**src/rtl/lock_pkg.sv**
```systemverilog
// Shared encodings for the lock controller: FSM state codes, status codes
// and the BCD check used when a new PIN is entered.
package lock_pkg;

    localparam logic [2:0] ST_LOCKED      = 3'd0;
    localparam logic [2:0] ST_UNLOCKED    = 3'd1;
    localparam logic [2:0] ST_ADJ_NEW     = 3'd2;
    localparam logic [2:0] ST_ADJ_CONFIRM = 3'd3;
    localparam logic [2:0] ST_LOCKOUT     = 3'd4;

    localparam logic [1:0] STATUS_LOCKED   = 2'b00;
    localparam logic [1:0] STATUS_UNLOCKED = 2'b01;
    localparam logic [1:0] STATUS_ADJUST   = 2'b10;
    localparam logic [1:0] STATUS_LOCKOUT  = 2'b11;

    function automatic logic is_bcd(input logic [15:0] v);
        return (v[15:12] <= 4'd9) && (v[11:8] <= 4'd9) &&
               (v[7:4]   <= 4'd9) && (v[3:0]  <= 4'd9);
    endfunction

    function automatic logic [1:0] status_of(input logic [2:0] st);
        logic [1:0] s;
        case (st)
            ST_UNLOCKED:    s = STATUS_UNLOCKED;
            ST_ADJ_NEW:     s = STATUS_ADJUST;
            ST_ADJ_CONFIRM: s = STATUS_ADJUST;
            ST_LOCKOUT:     s = STATUS_LOCKOUT;
            default:        s = STATUS_LOCKED;
        endcase
        return s;
    endfunction

endpackage

```
**src/rtl/sec_timer.sv**
```systemverilog
// Seconds down-counter with a tick prescaler. expired is combinational so the
// owner can change state on the same edge that secs_left reaches zero.
module sec_timer #(
    parameter int TICKS_PER_SEC = 500,
    parameter int SEC_W         = 8
) (
    input  logic             clk_500Hz,
    input  logic             rst_n,
    input  logic             load,
    input  logic [SEC_W-1:0] load_val,
    output logic [SEC_W-1:0] secs_left,
    output logic             expired
);

    localparam int PW = (TICKS_PER_SEC > 1) ? $clog2(TICKS_PER_SEC) : 1;
    localparam logic [PW-1:0] PRESC_RELOAD = PW'(TICKS_PER_SEC - 1);

    logic [PW-1:0]    r_presc;
    logic [SEC_W-1:0] r_secs;

    always_ff @(posedge clk_500Hz) begin
        if (!rst_n) begin
            r_presc <= '0;
            r_secs  <= '0;
        end else if (load) begin
            r_presc <= PRESC_RELOAD;
            r_secs  <= load_val;
        end else if (r_secs != '0) begin
            if (r_presc == '0) begin
                r_presc <= PRESC_RELOAD;
                r_secs  <= r_secs - 1'b1;
            end else begin
                r_presc <= r_presc - 1'b1;
            end
        end
    end

    assign secs_left = r_secs;
    // High during the last cycle of the final second, i.e. the cycle whose edge zeroes secs_left.
    assign expired   = (r_secs == SEC_W'(1)) && (r_presc == '0);

endmodule

```
**src/rtl/lock_controller.sv**
```systemverilog
// Lock state owner: PIN compare, failed-attempt lockout, idle relock and PIN change.
// state          | meaning
// ST_LOCKED      | waiting for a PIN, counting wrong attempts
// ST_UNLOCKED    | open; relocks on btn_lock or idle timeout
// ST_ADJ_NEW     | waiting for the new PIN (BCD only)
// ST_ADJ_CONFIRM | waiting for the new PIN a second time
// ST_LOCKOUT     | alarm; all input ignored until the lockout timer expires
module lock_controller
    import lock_pkg::*;
#(
    parameter logic [15:0] DEFAULT_PIN   = 16'h1234,
    parameter int          MAX_FAILS     = 3,
    parameter int          TICKS_PER_SEC = 500,
    parameter int          LOCKOUT_SECS  = 30,
    parameter int          IDLE_SECS     = 10
) (
    input  logic        clk_500Hz,
    input  logic        rst_n,
    input  logic [15:0] userPin,
    input  logic        validPin,
    input  logic        btn_lock,
    input  logic        btn_adjust,
    output logic [1:0]  status,
    output logic        unlocked_led,
    output logic        alarm,
    output logic [1:0]  fail_count,
    output logic [7:0]  secs_left,
    output logic        pin_changed,
    output logic        adj_err
);

    logic [2:0]  r_state;
    logic [15:0] r_pin;
    logic [15:0] r_cand;
    logic [1:0]  r_fail;
    logic        r_lock_q;
    logic        r_adj_q;
    logic [1:0]  r_status;
    logic        r_led;
    logic        r_alarm;
    logic        r_pin_changed;
    logic        r_adj_err;

    logic        w_lock_edge;
    logic        w_adj_edge;
    logic        w_expired;
    logic        w_load;
    logic [7:0]  w_load_val;
    logic        w_adj_valid;
    logic [2:0]  w_next_state;
    logic [15:0] w_next_pin;
    logic [15:0] w_next_cand;
    logic [1:0]  w_next_fail;
    logic [1:0]  w_fail_inc;
    logic        w_pin_changed;
    logic        w_adj_err;

    assign w_lock_edge = btn_lock & ~r_lock_q;
    assign w_adj_edge  = btn_adjust & ~r_adj_q;
    assign w_fail_inc  = r_fail + 2'd1;

    always_comb begin
        w_next_state  = r_state;
        w_next_pin    = r_pin;
        w_next_cand   = r_cand;
        w_next_fail   = r_fail;
        w_pin_changed = 1'b0;
        w_adj_err     = 1'b0;
        w_adj_valid   = 1'b0;
        case (r_state)
            ST_LOCKED: begin
                if (validPin) begin
                    if (userPin == r_pin) begin
                        w_next_state = ST_UNLOCKED;
                        w_next_fail  = 2'd0;
                    end else if (w_fail_inc == 2'(MAX_FAILS)) begin
                        w_next_state = ST_LOCKOUT;
                        w_next_fail  = 2'd0;
                    end else begin
                        w_next_fail  = w_fail_inc;
                    end
                end
            end
            ST_UNLOCKED: begin
                if (w_lock_edge)      w_next_state = ST_LOCKED;
                else if (w_adj_edge)  w_next_state = ST_ADJ_NEW;
                else if (w_expired)   w_next_state = ST_LOCKED;
            end
            ST_ADJ_NEW: begin
                if (w_lock_edge) begin
                    w_next_state = ST_LOCKED;
                end else if (validPin) begin
                    w_adj_valid = 1'b1;
                    if (is_bcd(userPin)) begin
                        w_next_cand  = userPin;
                        w_next_state = ST_ADJ_CONFIRM;
                    end else begin
                        w_adj_err = 1'b1;
                    end
                end else if (w_expired) begin
                    w_next_state = ST_LOCKED;
                end
            end
            ST_ADJ_CONFIRM: begin
                if (w_lock_edge) begin
                    w_next_state = ST_LOCKED;
                end else if (validPin) begin
                    w_adj_valid = 1'b1;
                    if (userPin == r_cand) begin
                        w_next_pin    = r_cand;
                        w_pin_changed = 1'b1;
                        w_next_state  = ST_LOCKED;
                    end else begin
                        w_adj_err    = 1'b1;
                        w_next_state = ST_ADJ_NEW;
                    end
                end else if (w_expired) begin
                    w_next_state = ST_LOCKED;
                end
            end
            ST_LOCKOUT: begin
                if (w_expired) w_next_state = ST_LOCKED;
            end
            default: w_next_state = ST_LOCKED;
        endcase
    end

    // Any state change or accepted ADJ entry restarts the shared timer; LOCKED loads 0.
    assign w_load = (w_next_state != r_state) | w_adj_valid;

    always_comb begin
        case (w_next_state)
            ST_UNLOCKED, ST_ADJ_NEW, ST_ADJ_CONFIRM: w_load_val = 8'(IDLE_SECS);
            ST_LOCKOUT:                              w_load_val = 8'(LOCKOUT_SECS);
            default:                                 w_load_val = 8'd0;
        endcase
    end

    sec_timer #(
        .TICKS_PER_SEC(TICKS_PER_SEC),
        .SEC_W        (8)
    ) u_sec_timer (
        .clk_500Hz(clk_500Hz),
        .rst_n    (rst_n),
        .load     (w_load),
        .load_val (w_load_val),
        .secs_left(secs_left),
        .expired  (w_expired)
    );

    always_ff @(posedge clk_500Hz) begin
        if (!rst_n) begin
            r_state       <= ST_LOCKED;
            r_pin         <= DEFAULT_PIN;
            r_cand        <= 16'h0000;
            r_fail        <= 2'd0;
            r_lock_q      <= 1'b0;
            r_adj_q       <= 1'b0;
            r_status      <= STATUS_LOCKED;
            r_led         <= 1'b0;
            r_alarm       <= 1'b0;
            r_pin_changed <= 1'b0;
            r_adj_err     <= 1'b0;
        end else begin
            r_state       <= w_next_state;
            r_pin         <= w_next_pin;
            r_cand        <= w_next_cand;
            r_fail        <= w_next_fail;
            r_lock_q      <= btn_lock;
            r_adj_q       <= btn_adjust;
            r_status      <= status_of(w_next_state);
            r_led         <= (w_next_state == ST_UNLOCKED);
            r_alarm       <= (w_next_state == ST_LOCKOUT);
            r_pin_changed <= w_pin_changed;
            r_adj_err     <= w_adj_err;
        end
    end

    assign status       = r_status;
    assign unlocked_led = r_led;
    assign alarm        = r_alarm;
    assign fail_count   = r_fail;
    assign pin_changed  = r_pin_changed;
    assign adj_err      = r_adj_err;

endmodule
```
**config.mk**
```make
export PLATFORM = sky130hd
export DESIGN_NAME = lock_controller
export DESIGN_NICKNAME = d
export VERILOG_FILES = /design/src/rtl/lock_pkg.sv /design/src/rtl/sec_timer.sv /design/src/rtl/lock_controller.sv
export SDC_FILE = /design/constraint.sdc
export NUM_CORES = 1
export LEC_CHECK = 0
export CAP_MARGIN = 20
export CORE_ASPECT_RATIO = 0.7
export CORE_UTILIZATION = 50
export DETAILED_ROUTE_END_ITERATION = 6
export PLACE_DENSITY = 0.73
export SYNTH_ARGS = -nofsm -noshare
export SYNTH_HDL_FRONTEND = slang
export SYNTH_SLANG_ARGS = --single-unit
```
**constraint.sdc**
```tcl
create_clock -name clk_500Hz -period 4.7 [get_ports clk_500Hz]
set_input_delay 0.94 -clock clk_500Hz [delete_from_list [all_inputs] [get_ports clk_500Hz]]
set_output_delay 0.94 -clock clk_500Hz [all_outputs]
set_load 0.05 [all_outputs]
```
==> results of run 1 <==
state kept, by name, summed over array words and instances, names as in the netlist:
| register | count |
|---|---|
| pin_changed | 1 |
| r_pin | 16 |
| r_state | 3 |
| r_lock_q | 1 |
| status | 2 |
| adj_err | 1 |
| unlocked_led | 1 |
| r_adj_q | 1 |
| u_sec_timer.secs_left | 8 |
| alarm | 1 |
| u_sec_timer.r_presc | 9 |
| fail_count | 2 |
| r_cand | 16 |
cells in the mapped netlist (2+ instances only):
library cell / n / area [sq um]
dfxtp_1: 62 / 1240
nand2_1: 56 / 210
xor2_1: 35 / 307
a21oi_1: 28 / 140
nor2_1: 23 / 86.3
mux2i_1: 18 / 180
nor4_1: 15 / 93.8
o21ai_0: 11 / 55.1
inv_1: 8 / 30.0
nor3_1: 8 / 40.0
nand4_1: 7 / 43.8
xnor2_1: 7 / 61.3
clkbuf_1: 6 / 22.5
ha_1: 5 / 62.6
nand3_1: 5 / 25.0
a31oi_1: 4 / 25.0
and2_1: 3 / 18.8
and4_1: 3 / 26.3
nor2b_1: 3 / 18.8
a21o_1: 2 / 15.0
and3_1: 2 / 12.5
and4b_1: 2 / 20.0
buf_2: 2 / 10.0
buf_6: 2 / 22.5
nand4b_1: 2 / 17.5
cells by family after synthesis:
family                     Yosys count  synth area share, %
AOI/OAI and AO/OA                   53                 11.1
xor gates and xnor gates            42                 12.1
adders and majority gates            5                 2.06
buffers and inverters               21                 3.38
DFF                                 62                 40.9
muxes                               18                 5.94
and+or+nand+nor                    143                 24.5
layer usage:
metal / part of all wire [%] / wire (um)
met5: 0 / 0
met4: 0.13 / 9
met3: 5.2 / 360
met2: 43 / 2940
met1: 52 / 3580
worst register-to-register path, cell delays in order, from the launching register on:
cell and delay (ns):
dfxtp_1 0.33, xor2_1 0.16, nor4_1 0.40, nand4_1 0.29, nor2_2 0.53, buf_4 0.31
mux2i_1 0.22, nor2_1 0.06
how the worst max path moves through the flow:
stage,cells past startpoint,endpoint,slack [ns]
after floorplan,7,r_pin[12],2.18
after global placement,8,r_pin[9],1.13
after detailed placement,8,r_pin[11],1.17
after CTS,8,r_pin[11],1.51
after global routing,8,r_pin[11],1.31
final,8,r_pin[11],1.46
power breakdown:
group	switching [mW]	total (mW)	internal [mW]
registers	0.0751	0.663	0.588
clock network	0.201	0.456	0.255
logic	0.485	0.800	0.315
final cells by class:
| cell class | instances | share of cell area (%) |
|---|---|---|
| clock buffer | 11 | 3.90 |
| clock inverter | 4 | 1.31 |
| inverter | 10 | 1.10 |
| multi-input combinational | 261 | 46.6 |
| sequential | 62 | 34.2 |
| tap | 75 | 2.59 |
| timing repair buffer | 38 | 10.3 |
through the flow:
step                cell area (sq um)  utilization [%]  hold WS [ns]  std cells
floorplan                        3030                -         0.461        344
global placement                 3440             59.5         0.472        446
detailed placement               3440             59.5         0.478        446
CTS                              3630             62.8         0.486        461
global route                     3630             62.8         0.506        461
finish                           3630             62.8         0.485        461
==> results.cfg, run 1 <==
[power]
p_leak_nw = 1.36
finalPower_mw = 1.92
vdd_drop_max_mv = 0.558
power.density_mw_per_mm2 = 529

[worst_setup_path]
worstPathCellList = clkdlybuf4s50_1 -> xor2_1 -> nor4_1 -> nand4_1 -> nor2_2 -> buf_4 -> mux2i_1 -> nor2_1
crit_arrival_ns = 3.43
r2r_start = r_cand[11]
critPathSlowestCell = nor2_2
r2r_cells = 7
start_kind = input port
cp-startpoint = userPin[13]
critical-path-top-delay-family = simple AND/OR/NAND/NOR gates
path_class = input port to flip-flop
reg2reg_to = r_pin[11]
critical_path_buf_inv_count = 2
cpPeakStageDelay_ns = 0.53
path_max_fanout = 9
cp.required_ns = 4.89
rrSetupSlack_ns = 2.24
crit_path_end_kind = flip-flop

[route]
wl_per_cell_um = 14.9
drt_pass1_iterations = 4
num_vias = 2528
detail-route-antenna-nets = 0
vias_per_cell = 5.48
drcViolationCount = 0
drt_iter0_markers = 144
drt_wl_total_mm = 6.89

[sta]
rsz0062_at_grt = no
fin_skew_ns = 0.00934
setup_violations = 0
hold_violations = 0
slew_headroom_pct = 44.1
setup_ws_ns = 1.46
fin_setup_tns_ns = 0
fin_crit_sh_pct = 68.9
max_freq_mhz = 309
tightest_slew_ns = 0.838
period_needed_ns = 3.24
slew_viol_final = 0

[die]
rows = 23
die_h_um = 67.2
dieArea_sq_mm = 0.00639
floorplan.initialDensity_pct = 52.5
die_x_um = 95.1
core_area_sq_mm = 0.00578
io_pins = 37

[synth]
synth_warnings = 0
synthFlopType = dfxtp_1
synth_enable_flop_cells = 0
syn-cell-area_sq_mm = 0.00303
synth_area_per_cell_sq_um = 8.82
synth-seq-cells = 62
async_reset_ff_share_pct = 0
synth_cells = 344
ys_types = 50
ys_seq_area_share_pct = 40.9
syn-num-nets = 370

[global_route]
antenna_found_initial = 0
grt_pass1_vias = 2348
grt_pass1_wl_mm = 11.5
grtUsageMet1_pct = 34.2
grtUsageMet3_pct = 7.09
grt.busiest_layer = met2
grtUsageMet2_pct = 34.5
grt.overflow.total = 0
grtUsageTotal_pct = 23.9
grt_max_degree = 47

[cells_and_area]
fin_nets = 408
layout_commonest_cell = dfxtp_1
mostFrequentLayoutCells = 62 x dfxtp_1, 56 x nand2_1, 36 x clkdlybuf4s50_1
multi_input_area_sq_mm = 0.00169
fill_cells = 509
regArea_sq_mm = 0.00124
drive_gt1_share_pct = 7.77
insertedDiodeCount = 0
area_growth_pct = 19.6

[clock_tree]
holdBufCountCts = 0
cts_tree = yes
htreeDepth = 3
clkSinkCount = 62
cts_root_buf = clkbuf_8
cts_resized = 0
cts_inserted_buffers = 9
clk_latency_ns = 0.34
cts_setup_buffers = 0
cts_max_path_buffers = 2
clk_pin_slew_ns = 0.06

[hold_path]
min_from = r_cand[10]
whs_path_depth = 2
holdPathEnd = r_cand[10]
min_path_type = flip-flop to flip-flop

[placed_design]
dpl.hpwl_mm = 4.87
gp_congestion = 0.852
pre_cts_slack_ns = 1.17
io_buffers = 36

[run]
maxCapViolCount = 0

[outcome]
status = complete, no violations
(Power assumes the default switching activity.)
==> inputs of run 2 (changes only) <==
- clock period: 4.7 -> 3.4 ns (I/O delays scaled with it)
==> run 2 against run 1 <==
  * Clock-buffer cell count grew 1
  * Power up 35%
  * Combinational power rose by 39%
  * Critical path type unchanged
==> results.cfg, run 2 (synthesized netlist as in run 1, its figures left out) <==
[outcome]
status = complete, no violations

[route]
num_vias = 2531
vias_per_cell = 5.45
drt_pass1_iterations = 4
detail-route-antenna-nets = 0
drcViolationCount = 0
drt_iter0_markers = 187
drt_wl_total_mm = 6.89
wl_per_cell_um = 14.9

[sta]
tightest_slew_ns = 0.549
max_freq_mhz = 362
fin_setup_tns_ns = 0
setup_violations = 0
slew_headroom_pct = 63.3
hold_violations = 0
rsz0062_at_grt = no
fin_skew_ns = 0.00675
period_needed_ns = 2.76
slew_viol_final = 0
fin_crit_sh_pct = 81.2

[clock_tree]
clkSinkCount = 62
cts_resized = 0
cts_max_path_buffers = 2
cts_root_buf = clkbuf_8
htreeDepth = 3
clk_latency_ns = 0.34
cts_tree = yes
holdBufCountCts = 0
cts_setup_buffers = 0
cts_inserted_buffers = 9
clk_pin_slew_ns = 0.07

[die]
io_pins = 37
die_h_um = 67.2
dieArea_sq_mm = 0.00639
rows = 23
die_x_um = 95.1
floorplan.initialDensity_pct = 52.5
core_area_sq_mm = 0.00578

[global_route]
grt_pass1_wl_mm = 11.3
grt_max_degree = 32
grt.overflow.total = 0
grt_pass1_vias = 2298
grtUsageTotal_pct = 23.5
antenna_found_initial = 0

[placed_design]
dpl.hpwl_mm = 4.88
gp_congestion = 0.857
dp_cells = 448
io_buffers = 36

[worst_setup_path]
cp.required_ns = 3.68
cpPeakStageDelay_ns = 0.49
critical_path_buf_inv_count = 1
worstPathCellList = clkdlybuf4s50_1 -> xor2_1 -> nor4_1 -> nand4_1 -> a21o_1 -> a31o_4 -> nor2_4 -> and4_1
critical-path-top-delay-family = simple AND/OR/NAND/NOR gates
path_max_fanout = 12
start_kind = input port
path_class = input port to flip-flop
crit_arrival_ns = 3.04
crit_path_end_kind = flip-flop
critPathSlowestCell = clkdlybuf4s50_1

[cells_and_area]
fill_cells = 507
mostFrequentLayoutCells = 62 x dfxtp_1, 56 x nand2_1, 36 x clkdlybuf4s50_1
area_growth_pct = 19.4
fin_nets = 410
layout_commonest_cell = dfxtp_1
drive_gt1_share_pct = 8.23
instances_no_fill = 464
insertedDiodeCount = 0
top_regs = r_cand: 16 flops, r_pin: 16 flops, u_sec_timer.r_presc: 9 flops

[power]
p_leak_nw = 1.36
vdd_drop_max_mv = 0.581
power.density_mw_per_mm2 = 714

[hold_path]
min_path_type = flip-flop to flip-flop

[run]
maxCapViolCount = 0
==> run 2: cell count changes in the layout (fill, tap and decap cells not counted), sizes merged <==
| cell | previous run | this run |
|---|---|---|
| buf | 2 | 4 |
| bufinv | 1 | 0 |
| clkbuf | 11 | 12 |
| clkinv | 2 | 3 |
==> run 2: layout make-up <==
type                    instances  area, sq um  share of cell area, %
clock buffers                  12          145                   4.01
repair buffers                 40          390                   10.8
inverters                      10         40.0                   1.10
multi-input cells             261         1690                   46.7
flip-flops and latches         62         1240                   34.3
clock inverters                 4         22.5                  0.622
well taps                      75         93.8                   2.59
==> run 2: power by group <==
group	total (mW)	internal (mW)	switching, mW
sequential	0.920	0.813	0.107
clock	0.561	0.281	0.280
combinational	1.11	0.437	0.670
total	2.59	1.53	1.06
==> run 2: worst reg2reg max path, delay by kind of cell, from the launching register on <==
| kind | cells | cell delay [ns] |
|---|---|---|
| flops | 1 | 0.47 |
| buf+inv | 1 | 0.10 |
| fa+ha+maj | 1 | 0.22 |
| simple gates | 5 | 1.39 |
| xor+xnor | 1 | 0.15 |
==> run 2: worst paths after layout <==
check	start	endpoint	slack, ns	depth (start not counted)
worst min register to register	r_cand[4]	r_cand[4]	0.49	2
worst max register to register	u_sec_timer.secs_left[0]	u_sec_timer.secs_left[7]	0.95	8
worst min-delay path	r_cand[4]	r_cand[4]	0.49	2
worst max-delay path	userPin[10]	u_sec_timer.r_presc[3]	0.64	8
==> run 2: stage by stage <==
stage	setup slack (ns)	total power [mW]	utilization, %	cell area, sq um	hold slack [ns]
floorplan	1.02	1.74	-	3030	0.461
global placement	0.292	2.02	59.7	3460	0.469
detailed placement	0.305	2.03	59.7	3460	0.478
CTS	0.664	2.59	62.6	3620	0.487
global route	0.443	2.74	62.6	3620	0.507
finish	0.640	2.59	62.6	3620	0.488
==> run 2: routing by layer <==
layer / vias to the layer above / wire (um) / GRT usage, %
met2: 81 / 2880 / 34.1
met5: - / 0 / 0
met3: 5 / 491 / 7.88
met4: 0 / 54 / 5.68
met1: 1162 / 3460 / 33.5
li1: 1283 / - / -
==> inputs of run 3 (changes only) <==
- clock period: 3.4 -> 2.55 ns (I/O delays scaled with it)
==> run 3 against run 2 <==
  * Final area rose by 6.7%
  * Highest routed layer unchanged
  * Critical path type unchanged
  * Global-route usage rose by 1.7 points
  * Sequential cell count stayed put
  * Largest power group unchanged
==> results.cfg, run 3 (synthesized netlist as in run 1, its figures left out) <==
[outcome]
status = complete, no violations

[worst_setup_path]
r2r_cells = 9
r2r_start = u_sec_timer.secs_left[1]
crit_path_end_kind = flip-flop
cp-startpoint = userPin[2]
critical-path-top-delay-family = simple AND/OR/NAND/NOR gates
cpPeakStageDelay_ns = 0.49
cp.required_ns = 2.75
critical_path_buf_inv_count = 1
worstPathCellList = clkdlybuf4s50_1 -> xor2_1 -> nor4_1 -> nand4_1 -> a21o_1 -> a31o_4 -> nor2_4 -> a31oi_1
start_kind = input port
path_class = input port to flip-flop
reg2reg_to = u_sec_timer.r_presc[6]
crit_arrival_ns = 2.59
path_max_fanout = 12
critPathSlowestCell = clkdlybuf4s50_1
rrSetupSlack_ns = 0.34

[sta]
fin_skew_ns = 0.00867
slew_headroom_pct = 66.5
hold_violations = 0
max_freq_mhz = 418
setup_violations = 0
period_needed_ns = 2.39
fin_hold_ws_ns = 0.489
fin_setup_tns_ns = 0
rsz0062_at_grt = no
setup_ws_ns = 0.156
slew_viol_final = 0
tightest_slew_ns = 0.501
fin_crit_sh_pct = 93.9

[power]
p_leak_nw = 1.49
finalPower_mw = 3.81
vdd_drop_max_mv = 0.842
power.density_mw_per_mm2 = 987

[die]
io_pins = 37
floorplan.initialDensity_pct = 52.5
core_area_sq_mm = 0.00578
rows = 23
die_h_um = 67.2
die_x_um = 95.1
dieArea_sq_mm = 0.00639

[global_route]
grt_max_degree = 25
grt.overflow.total = 0
grt_pass1_vias = 2483
grt_pass1_wl_mm = 11.9
antenna_found_initial = 0
grtUsageTotal_pct = 25.2

[cells_and_area]
top_regs = r_cand: 16 flops, r_pin: 16 flops, u_sec_timer.r_presc: 9 flops
multi_input_area_sq_mm = 0.00170
postLayoutCoreUtil_pct = 66.8
fin_nets = 431
insertedDiodeCount = 0
layout_commonest_cell = dfxtp_1
drive_gt1_share_pct = 13.7
fill_cells = 460
fin_area_sq_mm = 0.00386
regArea_sq_mm = 0.00124
mostFrequentLayoutCells = 62 x dfxtp_1, 56 x nand2_1, 36 x clkdlybuf4s50_1
area_growth_pct = 27.4
instances_no_fill = 485

[clock_tree]
clk_latency_ns = 0.35
cts_max_path_buffers = 2
cts_root_buf = clkbuf_8
cts_inserted_buffers = 9
cts_setup_buffers = 0
cts_resized = 0
cts_tree = yes
clkSinkCount = 62
clk_pin_slew_ns = 0.06
holdBufCountCts = 0
htreeDepth = 3

[hold_path]
min_path_type = flip-flop to flip-flop
whs_path_depth = 2
min_from = r_cand[11]
holdPathEnd = r_cand[11]

[route]
drt_iter0_markers = 127
num_vias = 2688
detail-route-antenna-nets = 0
drt_wl_total_mm = 7.29
vias_per_cell = 5.54
drt_pass1_iterations = 4
drcViolationCount = 0
wl_per_cell_um = 15.0

[placed_design]
dp_cells = 469
io_buffers = 36
placed_area_sq_mm = 0.00363
pre_cts_slack_ns = -0.287
gp_congestion = 0.874
dpl.hpwl_mm = 5.10

[run]
maxCapViolCount = 0
-- run 3: final cells by class --
| type | instances | share of cell area, % |
|---|---|---|
| inverter | 10 | 1.04 |
| tap | 75 | 2.43 |
| timing repair buffer | 61 | 14.5 |
| clock inverter | 5 | 2.10 |
| sequential | 62 | 32.1 |
| clock buffer | 11 | 3.92 |
| multi-input combinational | 261 | 43.9 |
-- run 3: worst reg2reg max path, delay by kind of cell (launching register included) --
kind	cells	cell delay (ns)
adder cells (fa/ha/maj)	1	0.20
buffers and inverters	1	0.13
AND/OR/NAND/NOR	3	0.60
flip-flops	1	0.47
AO/OA/AOI/OAI	4	0.69
-- run 3: how the worst max path moves through the flow --
| stage | end | slack (ns) | cells past startpoint |
|---|---|---|---|
| after floorplan | u_sec_timer.secs_left[7] | 0.17 | 8 |
| after detailed placement | u_sec_timer.r_presc[2] | -0.29 | 8 |
| after global placement | u_sec_timer.r_presc[3] | -0.22 | 8 |
| after global routing | u_sec_timer.r_presc[6] | 0.02 | 9 |
| final | u_sec_timer.r_presc[6] | 0.16 | 8 |
| after CTS | u_sec_timer.r_presc[6] | 0.05 | 8 |
-- run 3: routing by layer --
metal | track usage (%) | share of wire (%) | wire, um
met5 | 0 | 0 | 0
met4 | 9.28 | 0.89 | 65
met2 | 35.6 | 42 | 3070
met1 | 35.4 | 51 | 3700
met3 | 8.33 | 6.2 | 455
-- run 3: power by group --
| part | switching, mW | leakage, nW | internal [mW] |
|---|---|---|---|
| clock network | 0.391 | 0.116 | 0.603 |
| logic | 0.940 | 0.876 | 0.658 |
| registers | 0.138 | 0.503 | 1.08 |
| total | 1.47 | 1.49 | 2.35 |
